[config.mk]
export PLATFORM = sky130hd
export DESIGN_NAME = rr_grant_arbiter
export DESIGN_NICKNAME = d
export VERILOG_FILES = /design/src/rtl/rr_grant_arbiter.sv
export SDC_FILE = /design/constraint.sdc
export NUM_CORES = 1
export LEC_CHECK = 0
export CORE_UTILIZATION = 46
export CTS_CLUSTER_SIZE = 20
export DETAILED_ROUTE_END_ITERATION = 10
export PLACE_DENSITY = 0.75
export RECOVER_POWER = 100
export SLEW_MARGIN = 40
export SYNTH_ARGS = -nofsm -noshare
export SYNTH_HDL_FRONTEND = slang
export SYNTH_SLANG_ARGS = --single-unit
[constraint.sdc]
create_clock -name clk -period 2.1 [get_ports clk]
set_clock_uncertainty 0.05 [all_clocks]
set_input_delay 0.42 -clock clk [delete_from_list [all_inputs] [get_ports clk]]
set_output_delay 0.42 -clock clk [all_outputs]
set_load 0.01 [all_outputs]
[src/rtl/rr_grant_arbiter.sv]
// Round-robin arbiter driving a registered one-hot mux select; grants are held
// until accepted, optionally across several transfers under lock.
module rr_grant_arbiter #(
    parameter int N    = 4,
    parameter int IDXW = $clog2(N)
) (
    input  logic            clk,
    input  logic            rst,
    input  logic [N-1:0]    req,
    input  logic            lock,
    output logic [N-1:0]    grant_onehot,
    output logic [IDXW-1:0] grant_idx,
    output logic            grant_valid,
    input  logic            grant_ready,
    output logic            locked
);

    typedef enum logic [1:0] {
        IDLE,
        GRANT,
        HOLD_LOCK
    } state_t;

    state_t          state, state_n;
    logic [IDXW-1:0] ptr, ptr_n;
    logic [IDXW-1:0] idx_n;
    logic [N-1:0]    onehot_n;
    logic [IDXW-1:0] rel_ptr;
    logic            idle_found, rel_found;
    logic [IDXW-1:0] idle_idx, rel_idx;

    // First set bit at or above p wins; otherwise the lowest set bit (wrap-around).
    function automatic logic [IDXW:0] pick(input logic [N-1:0] r, input logic [IDXW-1:0] p);
        logic            found_hi;
        logic            found_any;
        logic [IDXW-1:0] idx_hi;
        logic [IDXW-1:0] idx_any;
        found_hi  = 1'b0;
        found_any = 1'b0;
        idx_hi    = '0;
        idx_any   = '0;
        for (int unsigned i = 0; i < N; i++) begin
            if (r[i] && !found_any) begin
                found_any = 1'b1;
                idx_any   = IDXW'(i);
            end
            if (r[i] && (i >= 32'(p)) && !found_hi) begin
                found_hi = 1'b1;
                idx_hi   = IDXW'(i);
            end
        end
        return found_hi ? {1'b1, idx_hi} : {found_any, idx_any};
    endfunction

    always_comb begin
        rel_ptr                 = (grant_idx == IDXW'(N - 1)) ? '0 : grant_idx + 1'b1;
        {idle_found, idle_idx}  = pick(req, ptr);
        {rel_found, rel_idx}    = pick(req, rel_ptr);
    end

    always_comb begin
        state_n  = state;
        ptr_n    = ptr;
        idx_n    = grant_idx;
        onehot_n = '0;
        case (state)
            IDLE: begin
                if (idle_found) begin
                    state_n = GRANT;
                    idx_n   = idle_idx;
                end
            end
            GRANT, HOLD_LOCK: begin
                // Acceptance outranks withdrawal of the granted request.
                if (grant_ready) begin
                    if (lock) begin
                        state_n = HOLD_LOCK;
                    end else begin
                        ptr_n = rel_ptr;
                        if (rel_found) begin
                            state_n = GRANT;
                            idx_n   = rel_idx;
                        end else begin
                            state_n = IDLE;
                            idx_n   = '0;
                        end
                    end
                end else if (!req[grant_idx]) begin
                    state_n = IDLE;
                    idx_n   = '0;
                end
            end
            default: begin
                state_n = IDLE;
                idx_n   = '0;
            end
        endcase
        if (state_n != IDLE) begin
            onehot_n[idx_n] = 1'b1;
        end
    end

    always_ff @(posedge clk or posedge rst) begin
        if (rst) begin
            state        <= IDLE;
            ptr          <= '0;
            grant_onehot <= '0;
            grant_idx    <= '0;
            grant_valid  <= 1'b0;
            locked       <= 1'b0;
        end else begin
            state        <= state_n;
            ptr          <= ptr_n;
            grant_onehot <= onehot_n;
            grant_idx    <= idx_n;
            grant_valid  <= (state_n != IDLE);
            locked       <= (state_n == HOLD_LOCK);
        end
    end

endmodule

# --- Word level (Yosys, flattened, before mapping) ---
# Cells that the tools add are included.
classes:
  addsub: 1
  n_lt_le_gt_ge: 9
  n_eq_ne: 4
  muxes: 41
  bitwise: 1
  reduce_logical: 29
ops:
  columns: ["operator", "n"]
  rows:
  - ["two-way mux 2 bit", 16]
  - ["two-way mux 1 bit", 18]
  - ["logical AND 1 bit", 16]
  - ["zero test 1 bit", 9]
  - ["greater-or-equal comparator 1 x 2 -> 1 bit, first input constant", 4]
  - ["one-hot mux 2 bit (2 select lines)", 2]
  - ["equality test 2 bit, second input constant", 3]
  - ["< comparator 2 x 3 -> 1 bit, second input constant", 2]
  - ["two-way mux 3 bit", 2]
  - ["greater-or-equal comparator 2 bit, first input constant", 2]
  - ["two-way mux 4 bit", 1]
  - ["AND reduction 3 bit", 1]
  - ["adder 2 x 1 -> 2 bit, second input constant", 1]
  - ["binary-select mux 1 bit (select 2 bit)", 1]
  - ["demux 1 bit (select 2 bit)", 1]
  - ["equality test 2 x 1 -> 1 bit, second input constant", 1]
  - ["greater-or-equal comparator 2 x 1 -> 1 bit, second input constant", 1]
  - ["zero test 2 bit", 1]
  - ["nonzero test 2 bit", 1]
  - ["OR reduction 2 bit", 1]
  - ["NOT 1 bit", 1]
totals:
  reg_bits: 12
  in_bits: 8
  output_inout_bits: 8
  wordCells: 91

# --- Logic depth before layout (Yosys ltp) ---
depth:
  word_depth: 24
  ltp_mapped: 8
  ltp_nobuf: 8

# --- Worst setup path before layout ---
# Ideal clock, no wire load.
synth_timing:
  kind: "register to register"
  startpoint: "reg grant_idx[0]"
  endpoint: "reg grant_onehot[0]"
  setup_ps: 120
  t_arrival_ps: 1810
  required_ps: 1930
  path_slack_ps: 121
  stages_incl_launch_ff: 8
  n_path_buf: 0
  synth_period_minus_slack_ps: 1979
  cell_sequence: "dfrtp_1 > inv_1 > ha_1 > nand2b_1 > a2111oi_0 > o221a_2 > a21oi_1 > and3_1"
synth_between:
  elab_chain_cells: 24
  elab_cells_between_ends: 43
  classes_between: "add/sub (1); order compare (5); eq/ne (1); mux (25); reduce/logical (11)"
synth_rtl:
  columns: ["item", "line_no", "text"]
  rows:
  - ["from (decl)", "12", "output logic [IDXW-1:0] grant_idx,"]
  - ["from (signal assigned)", "115", "grant_idx <= idx_n;"]
  - ["adder 2 x 1 -> 2 bit / equality test 2 bit (equally long branches)", "56", "rel_ptr = (grant_idx == IDXW'(N - 1)) ? '0 : grant_idx + 1'b1;"]
  - ["two-way mux 2 bit", "56", null]
  - ["greater-or-equal comparator 1 x 2 -> 1 bit", "47", "if (r[i] && (i >= 32'(p)) && !found_hi) begin"]
  - ["logical AND 1 bit", "47", null]
  - ["two-way mux 1 bit", "47", null]
  - ["zero test 1 bit", "47", null]
  - ["logical AND 1 bit", "47", null]
  - ["two-way mux 1 bit", "47", null]
  - ["(+9 left out)", null, null]
  - ["two-way mux 2 bit", "75", "if (grant_ready) begin"]
  - ["one-hot mux 2 bit (2 select lines)", "66", "case (state)"]
  - ["< comparator 2 x 3 -> 1 bit (not written as such) / greater-or-equal comparator 2 x 1 -> 1 bit (equally long branches)", "99", "onehot_n[idx_n] = 1'b1;"]
  - ["logical AND 1 bit (not written as such)", "99", null]
  - ["two-way mux 1 bit (not written as such)", "99", null]
  - ["demux 1 bit (select 2 bit)", "99", null]
  - ["two-way mux 4 bit *", "98", "if (state_n != IDLE) begin"]
  - ["net onehot_n[0]", "27", "logic [N-1:0] onehot_n;"]
  - ["to (signal assigned)", "114", "grant_onehot <= onehot_n;"]
  - ["to (decl)", "11", "output logic [N-1:0] grant_onehot,"]
# Mark *: on every way through the listed nets, which the timed path passes. The rest lies on a longest branch. The select of a mux whose other input is x is not followed.
# A chain may end at the register's enable or synchronous reset.

# --- Worst setup path in the final report ---
layout_timing:
  startpoint: "in req[2]"
  endpoint: "reg grant_onehot[0]"
layout_between:
  elab_chain_cells: 16
  elab_cells_between_ends: 46
  classes_between: "order compare (2); mux (31); reduce/logical (13)"
layout_rtl:
  columns: ["item", "line_no", "text"]
  rows:
  - ["from (decl)", "9", "input logic [N-1:0] req,"]
  - ["logical AND 1 bit (2 in a row)", "47", null]
  - ["two-way mux 1 bit", "47", null]
  - ["zero test 1 bit", "47", null]
  - ["logical AND 1 bit", "47", null]
  - ["two-way mux 2 bit / two-way mux 1 bit (equally long branches)", "47", null]
  - ["two-way mux 3 bit", "52", "return found_hi ? {1'b1, idx_hi} : {found_any, idx_any};"]
  - ["two-way mux 2 bit", "80", "if (rel_found) begin"]
  - ["two-way mux 2 bit", "76", "if (lock) begin"]
  - ["two-way mux 2 bit", "75", null]
  - ["one-hot mux 2 bit (2 select lines)", "66", null]
  - ["< comparator 2 x 3 -> 1 bit (not written as such) / greater-or-equal comparator 2 x 1 -> 1 bit (equally long branches)", "99", null]
  - ["logical AND 1 bit (not written as such)", "99", null]
  - ["two-way mux 1 bit (not written as such)", "99", null]
  - ["demux 1 bit (select 2 bit)", "99", null]
  - ["two-way mux 4 bit *", "98", null]
  - ["net onehot_n[0]", "27", null]
# Marks and branches as above.

==> metrics <==
result of the run=complete, no violations; arrival time at the worst endpoint=approximately 2.1 ns; required time of the worst setup path=between 2 and 2.5 ns; EDFF count, synth=0; antenna cell count=0; gate count of the mapped netlist=between 80 and 90; number of vias per cell=between 5 and 6; relative contribution of the clock network to total power=under 10%; total wire length=1850 um; Unique masters post-synth=37; final setup slack of the worst path=0.0738 ns; layout net count=between 100 and 150; number of register bits inferred by synthesis=12; Buffers on Ports=15; Final Cycle Share=~96%; router iterations before antenna repair=6; worst slack after detailed placement=-0.224 ns; detailed placer's ending HPWL=~1500 um; number of max-cap violations=0; number of design rule violations left after detail routing=0; normalized max-slew margin=slightly above 70%; final critical-path required period=~2.0 ns; count of final hold-check violations=0; antenna viol nets, final=0; sum of negative setup slack=0 ns; maximum level of the CTS H-tree=1; Cell Rows=14; power per standard cell area=around 1200 nW/um^2; Pwr Total=~1.4 mW; Die Footprint=just under 2000 um^2; Syn Area/Cell=between 9 and 10 um^2; IO Pins=16; Clock Sink Count=12; cell accounting for the most synthesized area=dfrtp_1; net switching fraction of the power=between 30 and 40%; Worst Path Class, Setup=input port to flip-flop; Post-synth top flop=dfrtp_1; Post-synth top cells=dfrtp_1 (12), nor2_1 (8), inv_1 (7); Post-CTS Setup Repair Bufs=0; setup repair after global routing missed its margin=false; fraction of layout cells with a size suffix above 1=between 20 and 25%; worst-path maximum fanout=7; source-to-sink clock delay at the later pin of the worst-skew pair=between 0.2 and 0.3 ns; number of buffers created by CTS=3; DIE HEIGHT=44.2 um; sequential cell fraction of total power=between 20% and 30%; antenna violations before repair=0; Synth Net Count=around 100; actual slew at the worst max-slew pin=around 0.44 ns; routability congestion estimate from global placement=around 0.9; Ys Warns=0; most common cell in the synthesized netlist=dfrtp_1; TritonCTS clock tree=yes; maximum vdd drop=between 0.7 and 0.8 mV; main area contributors after synthesis=dfrtp_1 (37%), ha_1 (7.6%), nor2b_1 (4.6%); first-pass GRT wire length=3150 um; CP Launch Type=input port; routed wire length per instance=around 13 um; maximum number of pins on one net before global-route repair=13; Die X=44.2 um; share of synthesized area occupied by flip-flops and latches=around 37%; reported net switching power=0.556 mW; Internal=around 0.85 mW; storage element area=between 300 and 400 um^2; all-layer global routing usage=21.4%; starting density of the core=51.5%; worst hold-check path type=flip-flop to flip-flop; number of global-route vias before repair=approximately 730; area occupied by multi-input gates=a little over 500 um^2; Achievable Freq=494 MHz; total of endpoints with negative setup slack in the final report=0; Overflow after GRT=0; share of async-settable or async-resettable flops after synthesis=between 90% and 100%; CTS clk-pin slew, worst paths=roughly 0.060 ns; Logic pwr share=between 60% and 70%; post-synthesis cell area=roughly 820 um^2; Syn-to-layout area delta=37.7%; fraction of post-synthesis cell area in the top cell type by area=36.6%; core area=~1600 um^2; initial DRC count=25; number of fill cells=approximately 140; leakage dissipation=about 0.53 nW; Clock Root Buffer=clkbuf_4; number of pins exceeding their max-slew limit in the final report=0; maximum count of clock buffers along a single path=2; vias post-DR=about 760; Critical Path End Type=flip-flop
## area by class of cell
type | count | share of cell area (%)
multi-input cells | 67 | 45.1
flip-flops and latches | 12 | 26.8
repair buffers | 27 | 20.8
inverters | 8 | 2.66
well taps | 24 | 2.66
clock buffers | 3 | 1.99
## path summary, 6_finish.rpt
check                                   to  startpoint  slack (ns)  cells after the start
max                        grant_onehot[0]      req[2]        0.07                      8
min                                 ptr[0]      ptr[0]        0.46                      2
max reg2reg                grant_onehot[0]    state[1]        0.09                      8
min reg2reg                         ptr[0]      ptr[0]        0.46                      2
max in group asynchronous     grant_idx[1]         rst        1.13                      2
min in group asynchronous  grant_onehot[2]         rst        0.54                      2
## critical path, cell delays in order
cell,delay (ns)
clkdlybuf4s50_1,0.62
clkbuf_1,0.18
nor4_4,0.06
a31o_2,0.26
a21oi_1,0.18
a21o_1,0.19
inv_2,0.05
and3_1,0.16
## power groups by stage
stage                     Sequential, mW  Clock (mW)  Combinational, mW
after floorplan                    0.424           0              0.457
after global placement             0.395           0              0.803
after detailed placement           0.400           0              0.827
after CTS                          0.395       0.139              0.833
after global routing               0.414       0.150              0.966
final                              0.402       0.133              0.873
## metrics by stage
stage,instance area (um^2),utilization [%],hold WS [ns],instances
5_1_grt,1130,70.9,0.508,141
6_report,1130,70.9,0.462,141
3_5_place_dp,1080,68.0,0.448,138
4_1_cts,1110,69.5,0.413,141
3_3_place_gp,1080,68.0,0.451,138
2_1_floorplan,821,-,0.235,88
## layout by cell type (no fill, tap or decap), types with 3 or more instances in the layout
cell type / n
a21oi_1: 4
buf_4: 10
clkbuf_4: 3
clkdlybuf4s50_1: 7
dfrtp_1: 10
dlygate4sd3_1: 7
ha_1: 3
inv_1: 7
nand2_1: 6
nand2b_1: 3
nor2_1: 8
nor2b_1: 6
o21ai_0: 3
## repair_timing
item,4_1_cts,5_1_grt
resized for setup,1,5
endpoints found under the setup margin,1,4
hold buffers,0,0
## logic make-up after synthesis
group,Yosys count,synth area share [%]
buffers and inverters,9,4.57
DFF,12,36.6
muxes,3,3.81
AOI/OAI and AO/OA,23,21.3
and+or+nand+nor,36,26.1
adders and majority gates,5,7.62
## flip-flops by register name, indices dropped and copies added (netlist names)
register      count
locked            1
grant_valid       1
ptr               2
state             2
grant_onehot      4
grant_idx         2
## metal layers
layer  global-route usage, %  up-vias  wire length, um
met5                       0        -                0
met4                    1.82        0               14
met3                    3.67        2               97
met2                    33.8       23              841
met1                    32.1      353              897
li1                        -      380                -
Note: power is estimated with default switching activity, not from simulation.
